===== src/rtl/mem_arb_pkg.sv =====
// Shared types and default sizes for the tinyV unified memory-port arbiter.
package mem_arb_pkg;

   localparam int unsigned DEF_ADDR_WIDTH     = 32;
   localparam int unsigned DEF_DATA_WIDTH     = 32;
   localparam int unsigned DEF_TIMEOUT_CYCLES = 255;

   typedef enum logic [1:0] {
      IDLE    = 2'd0,
      GRANT_I = 2'd1,
      GRANT_D = 2'd2
   } arb_state_t;

   typedef enum logic {
      GRANT_SIDE_I = 1'b0,
      GRANT_SIDE_D = 1'b1
   } grant_t;

endpackage


===== src/rtl/mem_port_arbiter_rr_pick2.sv =====
// Two-way requester picker: round-robin on a tie, or data side wins when
// data_priority is set.
module rr_pick2
   import mem_arb_pkg::*;
(
   input  logic   req_i,
   input  logic   req_d,
   input  grant_t last_grant,
   input  logic   data_priority,
   output grant_t grant,
   output logic   valid
);

   always_comb begin
      grant = GRANT_SIDE_I;
      valid = req_i | req_d;
      if (req_i && req_d) begin
         // On a tie the side that did not win last time goes next.
         if (data_priority || (last_grant == GRANT_SIDE_I)) begin
            grant = GRANT_SIDE_D;
         end
      end else if (req_d) begin
         grant = GRANT_SIDE_D;
      end
   end

endmodule


===== src/rtl/mem_port_arbiter.sv =====
// Shares one memory port between the tinyV fetch and data interfaces, latching
// the granted request and aborting transactions the slave never acknowledges.
module mem_port_arbiter
   import mem_arb_pkg::*;
#(
   parameter int unsigned ADDR_WIDTH     = DEF_ADDR_WIDTH,
   parameter int unsigned DATA_WIDTH     = DEF_DATA_WIDTH,
   parameter int unsigned DATA_PRIORITY  = 0,
   parameter int unsigned TIMEOUT_CYCLES = DEF_TIMEOUT_CYCLES
) (
   input  logic                    clk,
   input  logic                    reset,
   input  logic                    i_req,
   input  logic [ADDR_WIDTH-1:0]   i_address,
   output logic [DATA_WIDTH-1:0]   i_data_read,
   output logic                    i_data_valid,
   input  logic                    d_req,
   input  logic [ADDR_WIDTH-1:0]   d_address,
   input  logic [DATA_WIDTH-1:0]   d_data_write,
   input  logic [DATA_WIDTH/8-1:0] d_data_wstrb,
   input  logic                    d_write_enable,
   output logic [DATA_WIDTH-1:0]   d_data_read,
   output logic                    d_data_valid,
   output logic                    m_req,
   output logic [ADDR_WIDTH-1:0]   m_address,
   output logic [DATA_WIDTH-1:0]   m_wdata,
   output logic [DATA_WIDTH/8-1:0] m_wstrb,
   output logic                    m_we,
   input  logic [DATA_WIDTH-1:0]   m_rdata,
   input  logic                    m_ready,
   output logic                    bus_error
);

   localparam int unsigned STRB_WIDTH = DATA_WIDTH / 8;
   localparam int unsigned CNT_WIDTH  = $clog2(TIMEOUT_CYCLES + 1);
   localparam logic [CNT_WIDTH-1:0] CNT_LAST = CNT_WIDTH'(TIMEOUT_CYCLES - 1);

   arb_state_t             state_q, state_d;
   grant_t                 last_grant_q, last_grant_d;
   logic [CNT_WIDTH-1:0]   cnt_q, cnt_d;
   logic                   m_req_q, m_req_d;
   logic [ADDR_WIDTH-1:0]  m_addr_q, m_addr_d;
   logic [DATA_WIDTH-1:0]  m_wdata_q, m_wdata_d;
   logic [STRB_WIDTH-1:0]  m_wstrb_q, m_wstrb_d;
   logic                   m_we_q, m_we_d;
   logic [DATA_WIDTH-1:0]  i_rdata_q, i_rdata_d;
   logic                   i_valid_q, i_valid_d;
   logic [DATA_WIDTH-1:0]  d_rdata_q, d_rdata_d;
   logic                   d_valid_q, d_valid_d;
   logic                   bus_err_q, bus_err_d;

   logic                   pick_valid;
   grant_t                 pick_side;

   // A requester still holding req during its own response cycle is not eligible.
   rr_pick2 u_pick (
      .req_i         (i_req && !i_valid_q),
      .req_d         (d_req && !d_valid_q),
      .last_grant    (last_grant_q),
      .data_priority (DATA_PRIORITY != 0),
      .grant         (pick_side),
      .valid         (pick_valid)
   );

   always_comb begin
      state_d      = state_q;
      last_grant_d = last_grant_q;
      cnt_d        = cnt_q;
      m_req_d      = m_req_q;
      m_addr_d     = m_addr_q;
      m_wdata_d    = m_wdata_q;
      m_wstrb_d    = m_wstrb_q;
      m_we_d       = m_we_q;
      i_rdata_d    = i_rdata_q;
      i_valid_d    = 1'b0;
      d_rdata_d    = d_rdata_q;
      d_valid_d    = 1'b0;
      bus_err_d    = 1'b0;

      case (state_q)
         IDLE: begin
            if (pick_valid) begin
               m_req_d      = 1'b1;
               cnt_d        = '0;
               last_grant_d = pick_side;
               if (pick_side == GRANT_SIDE_D) begin
                  state_d   = GRANT_D;
                  m_addr_d  = d_address;
                  m_wdata_d = d_data_write;
                  m_wstrb_d = d_data_wstrb;
                  m_we_d    = d_write_enable;
               end else begin
                  state_d   = GRANT_I;
                  m_addr_d  = i_address;
                  m_wdata_d = '0;
                  m_wstrb_d = '0;
                  m_we_d    = 1'b0;
               end
            end
         end

         GRANT_I, GRANT_D: begin
            // An acknowledge on the final watchdog cycle still completes normally.
            if (m_ready) begin
               m_req_d = 1'b0;
               state_d = IDLE;
               if (state_q == GRANT_I) begin
                  i_rdata_d = m_rdata;
                  i_valid_d = 1'b1;
               end else begin
                  d_rdata_d = m_rdata;
                  d_valid_d = 1'b1;
               end
            end else if (cnt_q == CNT_LAST) begin
               m_req_d   = 1'b0;
               state_d   = IDLE;
               bus_err_d = 1'b1;
               if (state_q == GRANT_I) begin
                  i_rdata_d = '0;
                  i_valid_d = 1'b1;
               end else begin
                  d_rdata_d = '0;
                  d_valid_d = 1'b1;
               end
            end else begin
               cnt_d = cnt_q + CNT_WIDTH'(1);
            end
         end

         default: begin
            state_d = IDLE;
            m_req_d = 1'b0;
         end
      endcase
   end

   always_ff @(posedge clk or negedge reset) begin
      if (!reset) begin
         state_q      <= IDLE;
         last_grant_q <= GRANT_SIDE_D;
         cnt_q        <= '0;
         m_req_q      <= 1'b0;
         m_addr_q     <= '0;
         m_wdata_q    <= '0;
         m_wstrb_q    <= '0;
         m_we_q       <= 1'b0;
         i_rdata_q    <= '0;
         i_valid_q    <= 1'b0;
         d_rdata_q    <= '0;
         d_valid_q    <= 1'b0;
         bus_err_q    <= 1'b0;
      end else begin
         state_q      <= state_d;
         last_grant_q <= last_grant_d;
         cnt_q        <= cnt_d;
         m_req_q      <= m_req_d;
         m_addr_q     <= m_addr_d;
         m_wdata_q    <= m_wdata_d;
         m_wstrb_q    <= m_wstrb_d;
         m_we_q       <= m_we_d;
         i_rdata_q    <= i_rdata_d;
         i_valid_q    <= i_valid_d;
         d_rdata_q    <= d_rdata_d;
         d_valid_q    <= d_valid_d;
         bus_err_q    <= bus_err_d;
      end
   end

   assign m_req        = m_req_q;
   assign m_address    = m_addr_q;
   assign m_wdata      = m_wdata_q;
   assign m_wstrb      = m_wstrb_q;
   assign m_we         = m_we_q;
   assign i_data_read  = i_rdata_q;
   assign i_data_valid = i_valid_q;
   assign d_data_read  = d_rdata_q;
   assign d_data_valid = d_valid_q;
   assign bus_error    = bus_err_q;

endmodule


===== config.mk =====
export PLATFORM = sky130hd
export DESIGN_NAME = mem_port_arbiter
export DESIGN_NICKNAME = d
export VERILOG_FILES = /design/src/rtl/mem_arb_pkg.sv /design/src/rtl/mem_port_arbiter_rr_pick2.sv /design/src/rtl/mem_port_arbiter.sv
export SDC_FILE = /design/constraint.sdc
export NUM_CORES = 1
export LEC_CHECK = 0
export ABC_AREA = 1
export CORE_ASPECT_RATIO = 2
export CORE_MARGIN = 2
export CORE_UTILIZATION = 45
export CTS_CLUSTER_SIZE = 16
export DETAILED_ROUTE_END_ITERATION = 8
export GPL_ROUTABILITY_DRIVEN = 0
export PLACE_DENSITY_LB_ADDON = 0.25
export SETUP_SLACK_MARGIN = 0.15
export SYNTH_ARGS = -nofsm -noshare
export SYNTH_HDL_FRONTEND = slang
export SYNTH_SLANG_ARGS = --single-unit

===== constraint.sdc =====
create_clock -name clk -period 3.1 [get_ports clk]
set_clock_uncertainty 0.05 [all_clocks]
set_input_delay 0.62 -clock clk [delete_from_list [all_inputs] [get_ports clk]]
set_output_delay 0.62 -clock clk [all_outputs]
set_load 0.02 [all_outputs]

==> results of run 1 <==
## metal layers
metal | up-vias | global-route usage (%) | part of all wire (%)
met2 | 231 | 40.7 | 51
met1 | 2677 | 29.6 | 38
met3 | 33 | 6.40 | 7.6
li1 | 2790 | - | -
met4 | 0 | 9.95 | 3.3
met5 | - | 0 | 0
## power groups by stage
stage               logic, mW  registers (mW)  clock network (mW)
floorplan                1.72            4.03                   0
detailed placement       4.76            3.15                   0
global route             5.14            3.23                2.23
CTS                      4.77            3.14                2.13
finish                   4.73            3.14                2.09
global placement         4.68            3.14                   0
## worst max-delay path by stage
stage                             endpoint  slack (ns)  cells past startpoint
6_report                   d_data_read[16]        0.97                      1
5_1_grt               cnt_q[7]$_DFFE_PN0P_        0.83                      9
4_1_cts                    i_data_read[16]        0.97                      1
3_5_place_dp     m_address[26]$_DFFE_PN0P_        0.86                      8
3_3_place_gp      m_address[0]$_DFFE_PN0P_        0.95                      8
2_1_floorplan  d_data_read[24]$_DFFE_PN0P_        1.48                      8
## sequential cells by signal, indices dropped and copies added, names as in the netlist
| register | cells |
|---|---|
| i_data_valid | 1 |
| bus_error | 1 |
| d_data_read | 32 |
| m_address | 32 |
| state_q | 2 |
| m_we | 1 |
| m_req | 1 |
| cnt_q | 8 |
| m_wstrb | 4 |
| last_grant_q | 1 |
| m_wdata | 32 |
| d_data_valid | 1 |
| i_data_read | 32 |
## area by class of cell
class                           instances  area, µm²
Timing Repair Buffer                  286       2880
Inverter                               19       71.3
Sequential cell                       148       3700
Multi-Input combinational cell        492       2320
Tap cell                              189        236
Fill cell                            1038       4000
Clock inverter                         14        165
Clock buffer                           18        439
## kinds of logic (layout without fill, tap and decap cells)
family          count (synthesis)  in the layout  share of synthesized area (%)
simple gates                  354            354                           22.3
flops                         148            148                           58.3
compound gates                134            134                           13.3
buf+inv                        62            337                           5.24
fa+ha+maj                       4              4                          0.788
## layout by cell type (no fill, tap or decap), drive strengths merged
| cell type | count |
|---|---|
| a21oi | 66 |
| buf | 13 |
| bufinv | 2 |
| clkbuf | 18 |
| clkdlybuf4s50 | 273 |
| clkinv | 4 |
| clkinvlp | 1 |
| dfrtp | 147 |
| dfstp | 1 |
| ha | 4 |
| inv | 26 |
| nand2 | 255 |
| nand3 | 49 |
| nor2 | 47 |
| nor3 | 3 |
| o21a | 1 |
| o21ai | 67 |
## per-stage QoR
stage / worst slack (ns) / hold slack, ns
6_report: 0.973 / 0.175
4_1_cts: 0.969 / 0.196
2_1_floorplan: 1.48 / 0.274
5_1_grt: 0.826 / 0.219
3_3_place_gp: 0.948 / 0.412
3_5_place_dp: 0.856 / 0.414
==> parameters.txt, run 1 <==
Parameter                              Value

Clock network
  H-tree levels ... 4
  Cell at the root of the clock tree ... clkbuf_16
  CTS max path bufs ... 2
  Clock slew at reported path FFs ... 0.06 ns
  Inserted Clock Buffers ... 17
  Number of clock sinks ... 148
  Cts repair resizes ... 0
  Clock network latency to the later pin of the worst-skew pair ... 0.41 ns
  Setup bufs post-CTS ... 0
  Number of buffers inserted for hold repair after clock tree synthesis ... 0
  TritonCTS clock tree ... done

Die
  Core footprint ... 0.0138 mm²
  Rows ... 61
  Total I/O pin count ... 275
  Starting density of the core ... 46.0%
  Vertical die dimension ... 172 µm
  DIE WIDTH ... 88.0 µm
  Die area ... 0.0151 mm²

Placed design
  Cell Count Post-Placement ... 1134
  DP HPWL ... 13000 µm
  Port Buffers ... 274
  Area of placed instances ... 0.00921 mm²

Power and ir drop
  Power density over the cells ... 1010 mW/mm²
  Portion of total power attributed to sequential cells ... 31.5%
  Total design power ... 9.96 mW
  Switching part of the total ... 39.9%
  Reported leakage power ... 4.45 nW
  Switch Pwr ... 3.98 mW
  P_int ... 5.98 mW
  Clk network pwr share ... 21.0%
  Relative contribution of combinational cells to total power ... 47.5%
  Maximum ir drop on the vdd rail ... 0.000528 V

Worst setup path
  R2r endpoint ... cnt_q[5]$_DFFE_PN0P_
  Crit path buffers/inverters ... 1
  Worst path required time ... 2.43 ns
  Worst-path fanout max ... 2
  Startpoint of the worst register-to-register path ... state_q[0]$_DFFE_PN0P_
  Cell with the largest stage delay on the worst path ... clkdlybuf4s50_1
  Reg2reg path depth ... 9
  Kind of cell adding the most delay to the critical path ... buffers and inverters
  Maximum single-stage delay on the critical path ... 0.65 ns
  Type of element capturing the critical path ... output pin
  Setup slack on the worst flop-to-flop path ... 1.07 ns
  Critical path launch point ... d_data_read[16]$_DFFE_PN0P_
  Crit path cell chain ... clkdlybuf4s50_1
  CP startpoint kind ... register
  CP Class ... reg2out
  Worst endpoint data arrival time ... 1.46 ns

Routing
  DR vias ... 5731
  DR vias/cell ... 4.92
  DRC violation total after the first TritonRoute iteration ... 308
  Post-detailed-route wirelength per cell ... 15.8 µm
  Number of detailed-route iterations in the first pass ... 5
  Residual DRC count ... 0
  Post-route ant nets ... 0
  Final wirelength ... 18400 µm

Yosys
  Count of different cell masters after synthesis ... 22
  Share of flip-flops with an asynchronous set or reset after synthesis ... 100%
  Synthesis-stage register bit count ... 148
  EDFF count, synth ... 0
  Total of warnings raised by yosys ... 0
  Cell count after synthesis ... 702
  Cell area after synthesis ... 0.00635 mm²
  Synth Flop Type ... dfrtp_1
  Cell accounting for the most synthesized area ... dfrtp_1
  Top cells by instance count after synthesis ... nand2_1 (252), dfrtp_1 (147), a21oi_1 (66), nand3_1 (47)
  Area fraction of the dominant cell type after synthesis ... 57.9%
  Count leader, synth ... nand2_1
  Sequential element share of the synthesized area ... 58.3%
  Largest cells by area after synthesis ... dfrtp_1 (58%), nand2_1 (15%), o21ai_2 (6.3%), a21oi_1 (5.2%), nand3_1 (3.7%)
  Avg Synthesized Cell Area ... 9.05 µm²
  Number of nets produced by synthesis ... 844

Min path
  Worst hold-check path type ... in2async

Timing
  Period Utilization, post-route ... 68.6%
  Final Hold Vio Count ... 0
  Max-slew violation total from the final report ... 0
  Setup repair after global routing missed its margin ... no
  Endpoints failing setup ... 0
  Maximum frequency from static timing analysis ... 470 MHz
  Worst Tran Pin Value ... 0.737 ns
  Worst slew margin ... 50.8%
  Clock period minus worst slack ... 2.13 ns
  Aggregate negative setup slack ... 0 ns

Layout
  Post-synthesis to final-layout area growth ... 54.6%
  Post-route cell area ... 0.00982 mm²
  Net count of the finished layout ... 1106
  Number of antenna diodes ... 0
  Final cell count without fillers ... 1166
  Fraction of the core area covered by cells at the end of the flow ... 71.1%
  Ratio of cells with drive above 1 in the final layout ... 10.2%

Status
  Run status ... finished clean

Flow run
  Total of max-cap violations ... 0

Global routing
  Via count of the first global-routing pass ... 5690
  Final global-route overflow total ... 0
  Global-route total usage across every layer ... 24.4%
  Number of antenna violations at the first check in global routing ... 0
  Maximum number of pins on one net before global-route repair ... 77
  First-pass GRT wire length ... 28700 µm
No activity file was read; power rests on OpenSTA's default activity.
==> run 2: changes to the inputs <==
- CORE_UTILIZATION: 45 -> 43
- clock period: 3.1 -> 2 ns (I/O delays scaled with it)
==> parameters.txt, run 2 (synthesis results as in run 1) <==
Parameter                              Value

Power and ir drop
  Total design power ... 15.1 mW
  Power density over the cells ... 1510 mW/mm²
  Relative contribution of combinational cells to total power ... 47.4%
  Portion of total power attributed to sequential cells ... 31.9%
  Maximum ir drop on the vdd rail ... 0.000798 V
  Switching part of the total ... 41.5%
  P_int ... 8.84 mW
  Clk network pwr share ... 20.7%
  Reported leakage power ... 5.41 nW
  Switch Pwr ... 6.26 mW

Die
  Vertical die dimension ... 176 µm
  Starting density of the core ... 44.0%
  Die area ... 0.0158 mm²
  Rows ... 62
  Core footprint ... 0.0144 mm²
  Total I/O pin count ... 275
  DIE WIDTH ... 89.9 µm

Routing
  DR vias ... 5871
  DR vias/cell ... 4.98
  Residual DRC count ... 0
  Final wirelength ... 19100 µm
  Number of detailed-route iterations in the first pass ... 5
  Post-route ant nets ... 0
  Post-detailed-route wirelength per cell ... 16.2 µm
  DRC violation total after the first TritonRoute iteration ... 356

Timing
  Endpoints failing setup ... 0
  Maximum frequency from static timing analysis ... 550 MHz
  Aggregate negative setup slack ... 0 ns
  Final Hold Vio Count ... 0
  Max-slew violation total from the final report ... 0
  Period Utilization, post-route ... 90.9%
  Worst slew margin ... 72.0%
  Clock period minus worst slack ... 1.82 ns
  Setup repair after global routing missed its margin ... yes
  Worst Tran Pin Value ... 0.420 ns

Clock network
  CTS max path bufs ... 2
  Cell at the root of the clock tree ... clkbuf_16
  H-tree levels ... 4
  Clock slew at reported path FFs ... 0.07 ns
  TritonCTS clock tree ... done
  Clock network latency to the later pin of the worst-skew pair ... 0.42 ns
  Inserted Clock Buffers ... 17
  Number of clock sinks ... 148

Layout
  Net count of the finished layout ... 1116
  Highest-count cells in the layout ignoring fill and taps ... nand2_1 (251), dfrtp_1 (147), clkdlybuf4s50_1 (143)
  Ratio of cells with drive above 1 in the final layout ... 11.0%
  Number of antenna diodes ... 0
  Most common cell after layout, fill and taps aside ... nand2_1
  Fraction of the core area covered by cells at the end of the flow ... 69.4%
  Post-synthesis to final-layout area growth ... 57.6%

Global routing
  First-pass GRT wire length ... 30300 µm
  Maximum number of pins on one net before global-route repair ... 43
  Final global-route overflow total ... 0
  Number of antenna violations at the first check in global routing ... 0
  Global-route total usage across every layer ... 24.0%
  Via count of the first global-routing pass ... 5880

Worst setup path
  CP Class ... reg2out
  Worst path required time ... 1.55 ns
  Crit path cell chain ... clkdlybuf4s50_1
  Kind of cell adding the most delay to the critical path ... buffers and inverters
  Worst endpoint data arrival time ... 1.37 ns
  Maximum single-stage delay on the critical path ... 0.60 ns
  Worst-path fanout max ... 2
  Type of element capturing the critical path ... output pin
  CP startpoint kind ... register
  Cell with the largest stage delay on the worst path ... clkdlybuf4s50_1
  Crit path buffers/inverters ... 1

Min path
  Worst hold-check path type ... in2async

Status
  Run status ... finished clean

Placed design
  DP HPWL ... 13500 µm
  Port Buffers ... 274

Flow run
  Total of max-cap violations ... 0
==> run 2: changes by cell type in the layout (fill, tap and decap cells not counted), moves of 9 or more <==
cell             previous run  this run
buf_12                      4        13
dlymetal6s2s_1              0        49
clkdlybuf4s50_1           273       143
dlygate4sd2_1               0        81
==> run 2: final cells by class <==
class                           instances  area (µm²)
Multi-Input combinational cell        492        2320
Tap cell                              192         240
Sequential cell                       148        3700
Clock inverter                         13         138
Fill cell                            1156        4420
Inverter                               19        71.3
Timing Repair Buffer                  296        3100
Clock buffer                           19         443
==> run 2: metal layers <==
metal	up-vias	track usage, %	part of all wire (%)
li1	2821	-	-
met1	2763	28.1	38
met2	257	42.4	53
met3	30	6.52	7.2
met4	0	8.01	2.3
met5	-	0	0
==> run 2: power groups by stage <==
stage	clock, mW	sequential [mW]	combinational [mW]
2_1_floorplan	0	6.25	2.67
3_3_place_gp	0	4.86	7.59
3_5_place_dp	0	4.89	7.72
4_1_cts	3.19	4.84	7.27
5_1_grt	3.32	4.97	7.72
6_report	3.12	4.82	7.16
==> run 2: final timing paths <==
path / from / end / slack (ns) / depth (start not counted)
max: m_wdata[9]$_DFFE_PN0P_ / m_wdata[9] / 0.18 / 1
min: reset / d_data_read[9]$_DFFE_PN0P_ / 0.42 / 2
max reg2reg: state_q[0]$_DFFE_PN0P_ / cnt_q[3]$_DFFE_PN0P_ / 0.34 / 9
min reg2reg: last_grant_q$_DFFE_PN1P_ / last_grant_q$_DFFE_PN1P_ / 0.42 / 2
max in group asynchronous: reset / last_grant_q$_DFFE_PN1P_ / 0.83 / 3
min in group clk: last_grant_q$_DFFE_PN1P_ / last_grant_q$_DFFE_PN1P_ / 0.42 / 2
==> run 2: repair_timing <==
item                                    CTS  global route
gates resized for setup                  81            50
endpoints found under the setup margin   81            57
buffers inserted                          0             0
hold endpoints to repair                 37             0
hold buffers                              1             0
==> run 2: per-stage QoR <==
step,area [µm²],cells,setup WS [ns],hold slack (ns)
finish,10000,1179,0.182,0.421
global route,10000,1179,0.141,0.428
CTS,9890,1179,0.150,0.420
detailed placement,9400,1146,0.178,0.297
global placement,9400,1146,0.184,0.302
floorplan,6350,702,0.389,0.0544
==> run 3: changes to the inputs <==
- GPL_TIMING_DRIVEN: not set -> 0
- TNS_END_PERCENT: not set -> 50
==> parameters.txt, run 3 (synthesis results as in run 1) <==
Parameter                              Value

Worst setup path
  R2r endpoint ... m_address[15]$_DFFE_PN0P_
  Worst endpoint data arrival time ... 1.41 ns
  Kind of cell adding the most delay to the critical path ... buffers and inverters
  Maximum single-stage delay on the critical path ... 0.61 ns
  Type of element capturing the critical path ... output pin
  Reg2reg path depth ... 6
  CP Class ... reg2out
  Crit path buffers/inverters ... 1
  Crit path cell chain ... clkdlybuf4s50_1
  Startpoint of the worst register-to-register path ... state_q[0]$_DFFE_PN0P_
  Cell with the largest stage delay on the worst path ... clkdlybuf4s50_1
  Setup slack on the worst flop-to-flop path ... 0.27 ns
  CP startpoint kind ... register
  Worst-path fanout max ... 2
  Worst path required time ... 1.55 ns

Layout
  Highest-count cells in the layout ignoring fill and taps ... nand2_1 (250), clkdlybuf4s50_1 (204), dfrtp_1 (147)
  Final cell count without fillers ... 1202
  Net count of the finished layout ... 1139
  Number of antenna diodes ... 0
  Multi-input gate area in the final layout ... 0.00232 mm²
  Ratio of cells with drive above 1 in the final layout ... 12.1%
  # fillers ... 1148
  Most common cell after layout, fill and taps aside ... nand2_1
  Post-route cell area ... 0.0101 mm²
  Post-synthesis to final-layout area growth ... 58.7%
  Register area ... 0.00370 mm²

Timing
  Endpoints failing setup ... 0
  Final Hold Vio Count ... 0
  Worst slew margin ... 58.0%
  Setup repair after global routing missed its margin ... yes
  Max-slew violation total from the final report ... 0
  Clock period minus worst slack ... 1.86 ns
  Period Utilization, post-route ... 92.8%
  Worst Tran Pin Value ... 0.630 ns
  Post-Route Hold Slack ... 0.392 ns
  Maximum frequency from static timing analysis ... 539 MHz

Power and ir drop
  Power density over the cells ... 1550 mW/mm²
  Switch Pwr ... 6.40 mW
  Maximum ir drop on the vdd rail ... 0.000890 V
  Reported leakage power ... 5.19 nW
  Total design power ... 15.6 mW
  P_int ... 9.18 mW
  Portion of total power attributed to sequential cells ... 31.0%
  Switching part of the total ... 41.1%
  Relative contribution of combinational cells to total power ... 47.8%
  Clk network pwr share ... 21.2%

Min path
  Worst Hold Endpoint ... i_data_read[1]$_DFFE_PN0P_
  Hold-critical path depth ... 3
  Start point of the worst min-delay path ... m_ready
  Worst hold-check path type ... in2reg

Routing
  Number of detailed-route iterations in the first pass ... 7
  Post-detailed-route wirelength per cell ... 16.5 µm
  DRC violation total after the first TritonRoute iteration ... 297
  Post-route ant nets ... 0
  DR vias ... 5985
  Residual DRC count ... 0
  Post-route met1 wirelength ... 7160 µm
  DR vias/cell ... 4.98
  Met2 WL ... 10700 µm
  Top Metal Used ... met4
  Met3 layer wire length in the routed design ... 1390 µm
  Final wirelength ... 19800 µm

Placed design
  DP HPWL ... 15000 µm
  Port Buffers ... 273
  Cell Count Post-Placement ... 1168
  Area of placed instances ... 0.00935 mm²

Clock network
  CTS max path bufs ... 2
  TritonCTS clock tree ... done
  H-tree levels ... 4
  Number of clock sinks ... 148
  Cell at the root of the clock tree ... clkbuf_16
  Inserted Clock Buffers ... 17
  Clock network latency to the later pin of the worst-skew pair ... 0.42 ns
  Clock slew at reported path FFs ... 0.07 ns

Global routing
  Via count of the first global-routing pass ... 6122
  Global-route total usage across every layer ... 25.3%
  Final global-route overflow total ... 0
  Number of antenna violations at the first check in global routing ... 0
  First-pass GRT wire length ... 31700 µm
  Maximum number of pins on one net before global-route repair ... 84

Die
  Total I/O pin count ... 275
  Rows ... 62
  Die area ... 0.0158 mm²
  Starting density of the core ... 44.0%
  Core footprint ... 0.0144 mm²
  DIE WIDTH ... 89.9 µm
  Vertical die dimension ... 176 µm

Flow run
  Total of max-cap violations ... 0

Status
  Run status ... finished clean
-- run 3: changes by cell type in the layout (fill, tap and decap cells not counted), moves of 9 or more --
cell / before / now
buf_12: 13 / 0
dlygate4sd2_1: 81 / 25
buf_6: 1 / 13
clkbuf_1: 1 / 13
clkdlybuf4s50_1: 143 / 204
clkbuf_2: 0 / 9
-- run 3: power groups by stage --
stage               combinational, mW  clock [mW]  sequential (mW)
floorplan                        2.67           0             6.25
global placement                 7.53           0             4.84
detailed placement               7.67           0             4.87
CTS                              7.56        3.36             4.84
global route                     8.06        3.50             4.96
finish                           7.45        3.30             4.83
-- run 3: how the worst max path moves through the flow --
| stage | startpoint | endpoint | slack (ns) | cells past startpoint |
|---|---|---|---|---|
| 2_1_floorplan | state_q[0]$_DFFE_PN0P_ | cnt_q[4]$_DFFE_PN0P_ | 0.39 | 10 |
| 3_3_place_gp | reset | m_wdata[21]$_DFFE_PN0P_ | -5.61 | 1 |
| 3_5_place_dp | d_req | m_wdata[14]$_DFFE_PN0P_ | -0.16 | 8 |
| 4_1_cts | i_data_read[28]$_DFFE_PN0P_ | i_data_read[28] | 0.13 | 1 |
| 5_1_grt | i_data_read[20]$_DFFE_PN0P_ | i_data_read[20] | 0.12 | 1 |
| 6_report | d_data_read[4]$_DFFE_PN0P_ | d_data_read[4] | 0.14 | 1 |
-- run 3: layer usage --
layer / vias to the layer above / global-route usage [%]
met1: 2831 / 27.7
met2: 250 / 46.3
met3: 37 / 7.21
met5: - / 0
met4: 0 / 9.49
li1: 2867 / -
-- run 3: stage by stage --
step,setup slack (ns),TNS (ns),util [%]
after CTS,0.134,0,69.0
after detailed placement,-0.160,-5.43,64.8
final,0.145,0,69.9
after floorplan,0.389,0,-
after global placement,-5.61,-830.79,64.6
after global routing,0.116,0,69.9
-- run 3: cell type report --
type                            instances  area share (%)
Sequential cell                       148            36.8
Clock buffer                           17            4.22
Tap cell                              192            2.38
Inverter                               19           0.708
Timing Repair Buffer                  276            28.3
Multi-Input combinational cell        492            23.0
Buffer                                 43            2.73
Clock inverter                         15            1.86
-- run 3: worst register-to-register path: cells and delay by family, from the launching register on --
family	cells	cell delay (ns)
adders and majority gates	1	0.28
buffers and inverters	2	0.50
and+or+nand+nor	1	0.21
DFF	1	0.37
AOI/OAI and AO/OA	2	0.25
-- run 3: what timing repair did --
action                                  4_1_cts  5_1_grt
hold buffers                                  1        0
hold endpoints to repair                     65        0
gates resized for setup                      29       58
buffers inserted                              0        1
endpoints found under the setup margin      117      163
